--- config.mk ---
export PLATFORM = sky130hd
export DESIGN_NAME = queue_fetch
export DESIGN_NICKNAME = d
export VERILOG_FILES = /design/src/rtl/queue_fetch.sv
export SDC_FILE = /design/constraint.sdc
export NUM_CORES = 1
export LEC_CHECK = 0
export ABC_AREA = 1
export ABC_CLOCK_PERIOD_IN_PS = 5500
export BUFFER_PORTS_ARGS = -buffer_cell sky130_fd_sc_hd__buf_2
export CORE_ASPECT_RATIO = 0.9
export CORE_MARGIN = 1.5
export CORE_UTILIZATION = 45
export CTS_BUF_LIST = sky130_fd_sc_hd__clkbuf_8
export CTS_CLUSTER_DIAMETER = 200
export DETAILED_ROUTE_END_ITERATION = 8
export GPL_ROUTABILITY_DRIVEN = 0
export GPL_TIMING_DRIVEN = 0
export PLACE_DENSITY = 0.66
export SYNTH_ARGS = -nofsm -noshare
export SYNTH_HDL_FRONTEND = slang
export SYNTH_SLANG_ARGS = --single-unit
--- constraint.sdc ---
create_clock -name clk -period 5.5 [get_ports clk]
set_input_delay 0.825 -clock clk [delete_from_list [all_inputs] [get_ports clk]]
set_output_delay 0.825 -clock clk [all_outputs]
set_load 0.03 [all_outputs]
--- src/rtl/queue_fetch.sv ---
// Read-side fetch stage: issues credit-limited pops into the queue controller, tracks RAM
// reads across a fixed latency, and lands the data in a skid buffer behind a valid/ready port.
module queue_fetch #(
  parameter int W       = 32,
  parameter int RAM_LAT = 1,
  parameter int SKID_N  = RAM_LAT + 2
) (
  input  logic                        clk,
  input  logic                        rst,
  input  logic                        i_empty,
  output logic                        o_pop,
  input  logic [W-1:0]                i_rdata,
  output logic                        o_valid,
  output logic [W-1:0]                o_data,
  input  logic                        i_ready,
  output logic [$clog2(SKID_N+1)-1:0] o_occ
);

  localparam int CW = $clog2(SKID_N + 1);
  localparam int PW = $clog2(SKID_N);
  localparam logic [CW-1:0] FULL = CW'(SKID_N);
  localparam logic [PW-1:0] LAST = PW'(SKID_N - 1);

  logic [CW-1:0]      credit_q, credit_d;
  logic [CW-1:0]      occ_q, occ_d;
  logic [RAM_LAT-1:0] infl_q, infl_d;
  logic [PW-1:0]      wr_ptr_q, wr_ptr_d;
  logic [PW-1:0]      rd_ptr_q, rd_ptr_d;
  logic [W-1:0]       skid_q [SKID_N];
  logic               capture;
  logic               hs;

  // Egress: a word transfers on any cycle with o_valid & i_ready; once o_valid rises,
  // o_valid and o_data hold unchanged until that transfer happens.
  assign o_pop   = ~rst & ~i_empty & (credit_q != '0);
  assign o_valid = (occ_q != '0);
  assign o_data  = skid_q[rd_ptr_q];
  assign o_occ   = occ_q;
  assign hs      = o_valid & i_ready;
  assign capture = infl_q[RAM_LAT-1];

  always_comb begin
    credit_d = credit_q;
    if (o_pop && !hs)      credit_d = credit_q - CW'(1);
    else if (hs && !o_pop) credit_d = credit_q + CW'(1);

    occ_d = occ_q;
    if (capture && !hs)      occ_d = occ_q + CW'(1);
    else if (hs && !capture) occ_d = occ_q - CW'(1);

    infl_d    = '0;
    infl_d[0] = o_pop;
    for (int i = 1; i < RAM_LAT; i++) infl_d[i] = infl_q[i-1];

    // SKID_N is generally not a power of two, so pointers wrap by compare
    wr_ptr_d = wr_ptr_q;
    if (capture) wr_ptr_d = (wr_ptr_q == LAST) ? '0 : wr_ptr_q + PW'(1);
    rd_ptr_d = rd_ptr_q;
    if (hs) rd_ptr_d = (rd_ptr_q == LAST) ? '0 : rd_ptr_q + PW'(1);
  end

  always_ff @(posedge clk) begin
    if (rst) begin
      credit_q <= FULL;
      occ_q    <= '0;
      infl_q   <= '0;
      wr_ptr_q <= '0;
      rd_ptr_q <= '0;
    end else begin
      credit_q <= credit_d;
      occ_q    <= occ_d;
      infl_q   <= infl_d;
      wr_ptr_q <= wr_ptr_d;
      rd_ptr_q <= rd_ptr_d;
    end
  end

  always_ff @(posedge clk) begin
    if (!rst && capture) skid_q[wr_ptr_q] <= i_rdata;
  end

  // Credits bound pops to free skid slots, so none of these can trigger
  always_ff @(posedge clk) begin
    if (!rst) begin
      a_credit_under : assert (!(o_pop && !hs && credit_q == '0));
      a_credit_over  : assert (!(hs && !o_pop && credit_q == FULL));
      a_skid_over    : assert (!(capture && !hs && occ_q == FULL));
    end
  end

endmodule

==> results of run 1 <==
cells by family (layout without fill, tap and decap cells):
kind of cell / count (synthesis) / in the layout
and+or+nand+nor: 97 / 97
buffers and inverters: 28 / 119
AOI/OAI and AO/OA: 72 / 72
adders and majority gates: 2 / 2
DFF: 107 / 107
cell usage after synthesis:
cell and n:
edfxtp_1 96, a21oi_1 66, nand2_1 45, nor2_1 40, dfxtp_1 11, inv_1 11
buf_4 8, buf_6 6, nand3_1 5, nor3_1 3, ha_1 2, nand4_1 2
o21ai_0 2, o21ai_1 2, clkinv_4 1, inv_2 1, inv_4 1, o211ai_1 1
o21a_1 1, or2_1 1, or2_2 1
worst max-delay path, cell delays in order (launching register included):
cell and delay (ns):
dfxtp_1 0.33, buf_6 0.13, buf_4 0.20, a21oi_1 0.09
a21oi_1 0.16, buf_2 0.23
flip-flops by register name, indices dropped and copies added (netlist names), named ones only:
| signal | count |
|---|---|
| skid_q | 96 |
| credit_q | 2 |
| o_occ | 2 |
| rd_ptr_q | 2 |
| wr_ptr_q | 2 |
| capture | 1 |
routing by layer:
layer,GRT usage [%],share of wire (%),vias up
met4,5.74,1.0,0
met3,5.53,6.6,10
met2,26.2,47,88
li1,-,-,1258
met5,0,0,-
met1,22.2,45,1238
cell type report:
class                           instances  area, um2
Buffer                                 14        128
Clock buffer                            9        124
Clock inverter                          6        106
Fill cell                             764       3790
Inverter                               14       60.1
Multi-Input combinational cell        171        795
Sequential cell                       107       3100
Tap cell                              119        149
Timing Repair Buffer                   76        433
stage by stage:
stage | util, % | hold slack (ns) | total power [mW]
floorplan | - | 0.450 | 1.26
global placement | 52.6 | 0.471 | 1.39
detailed placement | 53.7 | 0.485 | 1.40
CTS | 56.4 | 0.500 | 1.93
global route | 56.4 | 0.528 | 2.01
finish | 56.4 | 0.495 | 1.92
power by group through the flow:
stage | sequential [mW] | clock, mW | combinational (mW)
final | 0.924 | 0.543 | 0.455
after global routing | 0.928 | 0.582 | 0.496
after CTS | 0.924 | 0.550 | 0.461
after detailed placement | 0.942 | 0 | 0.459
after global placement | 0.943 | 0 | 0.449
after floorplan | 0.947 | 0 | 0.314
path summary, 6_finish.rpt:
check                                 start  cells past startpoint            end
worst max register to register      capture                      3  skid_q[1][14]
worst min register to register  wr_ptr_q[1]                      2    wr_ptr_q[1]
worst max-delay path                   flop                      5     o_data[20]
worst min-delay path            wr_ptr_q[1]                      2    wr_ptr_q[1]
placed cells by master (no fill, tap or decap):
| cell | n |
|---|---|
| a21oi_1 | 66 |
| buf_12 | 1 |
| buf_16 | 1 |
| buf_2 | 71 |
| buf_4 | 9 |
| buf_6 | 8 |
| bufinv_16 | 3 |
| clkbuf_8 | 9 |
| clkinv_2 | 1 |
| clkinv_4 | 1 |
| clkinvlp_4 | 1 |
| dfxtp_1 | 11 |
| edfxtp_1 | 96 |
| ha_1 | 2 |
| inv_1 | 12 |
| inv_2 | 1 |
| inv_4 | 1 |
| nand2_1 | 45 |
| nand3_1 | 5 |
| nand4_1 | 2 |
| nor2_1 | 38 |
| nor2_4 | 2 |
| nor3_1 | 2 |
| nor3_2 | 1 |
| o211ai_1 | 1 |
| o21a_1 | 1 |
| o21ai_0 | 2 |
| o21ai_1 | 2 |
| or2_1 | 1 |
| or2_2 | 1 |
==> results.yml, run 1 <==
clocking:
  cts_buffer_depth: 2
  cts.sinks: 107
  cts.clk_slew.worst_paths_ns: 0.09
  cts_buffers: 9
  htree_levels: 3
  postCtsSetupRepairBufs: 0
  root_buffer: "clkbuf_8"
  cts.repair.resized: 0
  cts_hold_buffers: 0
  cts_tree: "built"
  clk_latency_ns: 0.36
global_routing:
  grt_antenna_before_repair: 0
  grt_pass1_vias: 2469
  grt_overflow: 0
  grt_pass1_wl_mm: 11.9
  track_usage_pct: 16.8
  grt_max_degree: 23
placed_design:
  pre_cts_ws_ns: 3.10
  portBuffers: 71
  dp_hpwl_mm: 4.94
  dp_cells: 501
  place_area_um2: 4670
run:
  maxCapViolCount: 0
drt:
  wl_per_cell_um: 15.1
  drc: 0
  firstDrtPassIters: 4
  vias: 2594
  ant_nets: 0
  via_per_inst: 5.03
  drt_iter0_drc: 103
  routed_wl_mm: 7.81
worst_setup_path:
  endpoint_kind: "output port"
  path_class: "flop to output port"
  worst_ep_arrival_time_ns: 1.48
  crit_required_ns: 4.68
  cp_max_fo: 10
  ff2ff_setup_slack_ns: 3.86
  cp-start-kind: "flop"
cells_and_area:
  syn_to_final_growth_pct: 20.5
  nNetsFinal: 431
  diodes: 0
  drive_gt1_share_pct: 28.0
  final_cells: 516
  fin_area_um2: 4900
synthesis:
  syn-num-nets: 344
  synth.distinct_cells: 21
  synth_area_per_cell_um2: 13.3
  yosys.area_share.simple_pct: 9.45
  synth_compound_area_share_pct: 8.99
  synth_cells: 306
  yosys_warnings: 0
  yosysSeqAreaShare_pct: 76.3
  synth-seq-cells: 107
  synth_top_family_by_area: "simple AND/OR/NAND/NOR gates"
  synth_xor_xnor_area_share_pct: 0
  synthTopCellsByArea: "edfxtp_1 71%, a21oi_1 8.1%, dfxtp_1 5.4%"
  synth_fa_ha_area_share_pct: 0.616
  netlist_area_um2: 4070
  muxShareOfSynthArea_pct: 0
  synth_top_cell_area_share_pct: 70.9
  yosys.area.top_type: "edfxtp_1"
power_and_ir_drop:
  seqPwrFrac_pct: 48.1
  p_sw_share_pct: 29.7
  p_comb_share_pct: 23.7
  power_density_nw_per_um2: 392
  peakVddDrop_uv: 204
  p_int_mw: 1.35
  power_frac_clock_pct: 28.2
  p_leak_nw: 1.87
  p_sw_uw: 571
die:
  fp.dieH_um: 93.2
  core_um2: 8690
  die_x_um: 103
  fp-row-count: 32
  initial_core_util_pct: 46.8
  io_pins: 72
  die_area_um2: 9610
timing:
  setup_viol: 0
  fin_worst_skew_ns: 0.00972
  finalSetupTns_ns: 0
  grt_setup_unrepaired: "false"
  finalMaxSlewViolations: 0
  relSlewSlack_pct: 61.7
  period_share_pct: 42.0
  finalWorstSetupSlack_ns: 3.19
  max_freq_mhz: 433
  layout_min_cycle_time_ns: 2.31
  finalHoldViolCount: 0
  worst_slew_pin_slew_ns: 0.574
status:
  outcome: "complete, no violations"
hold_path:
  hold_path_class: "flop to flop"
Power figures use the tool's default switching activity.
==> run 2, diff against run 1 <==
Settings changed: ABC_CLOCK_PERIOD_IN_PS 5500 to 2300.
Clock period 5.5 ns to 2.3 ns, I/O delays scaled along.
==> results.yml, run 2 (synthesis gave the netlist of run 1 again) <==
clocking:
  cts_buffer_depth: 2
  cts_tree: "built"
  cts.clk_slew.worst_paths_ns: 0.09
  cts_hold_buffers: 0
  clk_latency_ns: 0.35
  cts.sinks: 107
  root_buffer: "clkbuf_8"
  cts_buffers: 9
  htree_levels: 3
  postCtsSetupRepairBufs: 0
  cts.repair.resized: 0
worst_setup_path:
  crit_required_ns: 2.37
  ff2ff_setup_slack_ns: 0.42
  cp_max_fo: 18
  worst_ep_arrival_time_ns: 1.94
  reg2reg_depth: 3
  r2r-start: "capture"
  endpoint_kind: "flop"
  timing.rr.end: "skid_q[2][18]"
  cp-start-kind: "flop"
  path_class: "flop to flop"
timing:
  worst_slew_pin_slew_ns: 0.893
  layout_min_cycle_time_ns: 1.88
  finalHoldViolCount: 0
  finalWorstSetupSlack_ns: 0.422
  fin_worst_skew_ns: 0.00862
  finalSetupTns_ns: 0
  relSlewSlack_pct: 40.3
  grt_setup_unrepaired: "false"
  period_share_pct: 81.7
  setup_viol: 0
  finalMaxSlewViolations: 0
  max_freq_mhz: 532
power_and_ir_drop:
  p_leak_nw: 1.85
  peakVddDrop_uv: 500
  power_density_nw_per_um2: 907
cells_and_area:
  layout_common_cells: "96 x edfxtp_1, 71 x buf_2, 66 x a21oi_1, 45 x nand2_1, 38 x nor2_1"
  diodes: 0
  syn_to_final_growth_pct: 20.0
  largest_reg_flops: 96
  top_register: "skid_q"
  nNetsFinal: 429
  drive_gt1_share_pct: 27.8
  fin_area_um2: 4880
  final_cells: 515
  final_common_cell: "edfxtp_1"
drt:
  drc: 0
  ant_nets: 0
  via_per_inst: 4.90
  firstDrtPassIters: 4
  drt_iter0_drc: 69
  routed_wl_mm: 7.80
  vias: 2524
  wl_per_cell_um: 15.1
run:
  maxCapViolCount: 0
placed_design:
  place_area_um2: 4680
  portBuffers: 71
  pre_cts_ws_ns: 0.148
  dp_hpwl_mm: 4.97
  dp_cells: 499
global_routing:
  grt_max_degree: 20
  grt_overflow: 0
  grt_pass1_vias: 2435
  grt_antenna_before_repair: 0
  grt_pass1_wl_mm: 11.9
  track_usage_pct: 16.8
hold_path:
  hold_start: "i_empty"
  holdPathEnd: "capture"
  hold_path_class: "primary input to flop"
  hold-path-cell-count: 2
die:
  die_area_um2: 9610
  core_um2: 8690
  fp.dieH_um: 93.2
  fp-row-count: 32
  io_pins: 72
  initial_core_util_pct: 46.8
  die_x_um: 103
status:
  outcome: "complete, no violations"
run 2: cell types whose count changed in the layout (fill, tap and decap cells not counted), moves of 2 or more:
cell	delta
bufinv_16	-2
buf_6	-2
buf_16	+2
inv_6	+2
run 2: metrics by stage:
stage / utilization (%) / hold slack [ns] / power (mW)
floorplan: - / 0.422 / 3.02
CTS: 56.1 / 0.148 / 4.47
detailed placement: 53.8 / 0.484 / 3.35
global placement: 52.7 / 0.467 / 3.33
global route: 56.1 / 0.153 / 4.63
finish: 56.1 / 0.158 / 4.43
run 2: worst max-delay path, cell delays in order (launching register included):
cell and delay [ns]:
dfxtp_1 0.37, nand2_1 0.21, nor3_4 0.75, buf_16 0.25
run 2: metal layers:
metal | share of wire (%) | wire length, um | global-route usage, %
met5 | 0 | 0 | 0
met3 | 4.6 | 360 | 4.11
met2 | 48 | 3700 | 27.1
met4 | 0.89 | 69 | 4.95
met1 | 47 | 3660 | 22.5
run 2: layout make-up:
type	count	area [um2]
Sequential cell	107	3100
Fill cell	735	3810
Timing Repair Buffer	74	438
Clock buffer	9	124
Multi-Input combinational cell	171	801
Inverter	14	60.1
Buffer	14	128
Tap cell	119	149
Clock inverter	7	75.1
run 2: how the worst max path moves through the flow:
stage / from / end / slack (ns) / depth (start not counted)
after floorplan: rst / skid_q[2][0] / 0.03 / 3
after global placement: rst / skid_q[2][24] / -1.05 / 4
after detailed placement: rst / skid_q[2][24] / 0.15 / 5
after CTS: capture / skid_q[2][15] / 0.38 / 3
after global routing: capture / skid_q[2][19] / 0.31 / 3
final: capture / skid_q[2][18] / 0.42 / 3
run 2: report_power, final:
group | leakage (nW) | internal [mW] | switching [mW]
registers | 0.959 | 2.18 | 0.0315
clock network | 0.0939 | 0.509 | 0.618
logic | 0.798 | 0.343 | 0.746
total | 1.85 | 3.03 | 1.40
==> run 3, diff against run 2 <==
Settings changed: ABC_CLOCK_PERIOD_IN_PS 2300 to 1800.
Clock period 2.3 ns to 1.8 ns, I/O delays scaled along.
==> results.yml, run 3 (synthesis gave the netlist of run 1 again) <==
status:
  outcome: "complete, no violations"
timing:
  relSlewSlack_pct: 31.7
  period_share_pct: 98.0
  setup_viol: 0
  finalHoldViolCount: 0
  layout_min_cycle_time_ns: 1.76
  max_freq_mhz: 567
  finalMaxSlewViolations: 0
  worst_slew_pin_slew_ns: 1.02
  finalWorstSetupSlack_ns: 0.0352
  fin_worst_skew_ns: 0.0108
  grt_setup_unrepaired: "true"
clocking:
  cts.clk_slew.worst_paths_ns: 0.09
  root_buffer: "clkbuf_8"
  cts_buffers: 9
  cts_hold_buffers: 0
  cts_tree: "built"
  htree_levels: 3
  cts.sinks: 107
  cts_buffer_depth: 2
  clk_latency_ns: 0.36
global_routing:
  grt_max_degree: 33
  use_met2_pct: 28.0
  grtUsageMet1_pct: 21.1
  track_usage_pct: 16.8
  grt_pass1_wl_mm: 11.8
  busiest_layer: "met2"
  gr-usage-met3_pct: 6.20
  grt_pass1_vias: 2479
  grt_antenna_before_repair: 0
  grt_overflow: 0
die:
  fp.dieH_um: 93.2
  fp-row-count: 32
  io_pins: 72
  initial_core_util_pct: 46.8
  die_x_um: 103
  die_area_um2: 9610
  core_um2: 8690
worst_setup_path:
  path_class: "flop to flop"
  worst_ep_arrival_time_ns: 1.75
  cp_max_fo: 32
  startpoint: "wr_ptr_q[0]"
  crit_required_ns: 1.78
  worst_path_largest_cell_delay_ns: 0.77
  cp_cell_sequence: "or2_4 > nor2_4"
  ff2ff_setup_slack_ns: 0.04
  reg2reg_depth: 2
  endpoint_kind: "flop"
  timing.rr.end: "skid_q[0][18]"
  r2r-start: "wr_ptr_q[0]"
  cp_slowest_cell: "nor2_4"
  cp-start-kind: "flop"
drt:
  drc: 0
  via_per_inst: 5.02
  routed_wl_mm: 7.70
  firstDrtPassIters: 4
  ant_nets: 0
  drt_iter0_drc: 102
  vias: 2581
  wl_per_cell_um: 15.0
power_and_ir_drop:
  seqPwrFrac_pct: 47.6
  p_comb_share_pct: 24.4
  p_sw_share_pct: 29.7
  power_density_nw_per_um2: 1210
  power_mw: 5.93
  p_sw_mw: 1.76
  p_leak_nw: 1.87
  p_int_mw: 4.17
  power_frac_clock_pct: 28.0
  peakVddDrop_uv: 685
cells_and_area:
  layout_common_cells: "96 x edfxtp_1, 63 x buf_2, 62 x a21oi_1, 44 x nand2_1, 38 x nor2_1"
  drive_gt1_share_pct: 28.9
  final_common_cell: "edfxtp_1"
  syn_to_final_growth_pct: 21.0
  fin_util_pct: 56.6
  nNetsFinal: 428
  diodes: 0
  largest_reg_flops: 96
  top_register: "skid_q"
hold_path:
  hold_path_class: "primary input to flop"
  hold-path-cell-count: 2
  hold_start: "i_empty"
  holdPathEnd: "capture"
placed_design:
  dp_hpwl_mm: 4.77
  pre_cts_ws_ns: -0.275
  portBuffers: 71
run:
  maxCapViolCount: 0
==> run 3: cell types whose count changed in the layout (fill, tap and decap cells not counted), sizes merged <==
cell,previous run,this run
clkinv,3,2
clkinvlp,2,1
buf,88,87
bufinv,1,3
==> run 3: critical path, delay by kind of cell, from the launching register on <==
family        cells  cell delay (ns)
simple gates      2             1.03
flops             1             0.35
==> run 3: layer usage <==
metal  share of wire (%)  vias up  routed length [um]
met1                  46     1243                3540
met4                 1.1        0                  86
met2                  47       73                3630
met3                 5.8        9                 449
met5                   0        -                   0
li1                    -     1256                   -
==> run 3: power groups by stage <==
stage          registers [mW]  logic (mW)  clock network [mW]
6_report                 2.82        1.45                1.66
4_1_cts                  2.82        1.40                1.69
5_1_grt                  2.83        1.57                1.79
3_5_place_dp             2.88        1.40                   0
3_3_place_gp             2.88        1.38                   0
2_1_floorplan            2.89       0.966                   0
==> run 3: through the flow <==
stage / instances / hold slack, ns / cell area, um2 / setup TNS [ns]
CTS: 514 / 0.0786 / 4860 / -5.55
finish: 514 / 0.0994 / 4920 / 0
detailed placement: 498 / 0.471 / 4630 / -18.78
global placement: 496 / 0.470 / 4600 / -38.84
global route: 514 / 0.0805 / 4920 / -5.92
floorplan: 306 / 0.347 / 4100 / 0
==> run 3: what timing repair did <==
action | CTS | global route
endpoints found under the hold margin | 0 | 0
gates cloned | 0 | 0
gates resized for setup | 1 | 26
setup endpoints to repair | 64 | 77
pin swaps | 0 | 1
buffers inserted | 0 | 0
==> run 3: layout make-up <==
type                       instances  area (um2)
tap                              119         149
multi-input combinational        171         826
clock inverter                     7         109
timing repair buffer              73         405
fill                             739        3770
sequential                       107        3100
clock buffer                       9         124
inverter                          14        60.1
buffer                            14         143
==> run 3: worst max-delay path by stage <==
stage | endpoint | slack (ns) | cells after the start
2_1_floorplan | skid_q[2][0] | 0.005 | 3
3_3_place_gp | skid_q[2][22] | -0.74 | 4
3_5_place_dp | skid_q[0][22] | -0.28 | 4
4_1_cts | skid_q[0][27] | -0.12 | 2
5_1_grt | skid_q[0][27] | -0.11 | 2
6_report | skid_q[0][18] | 0.04 | 2
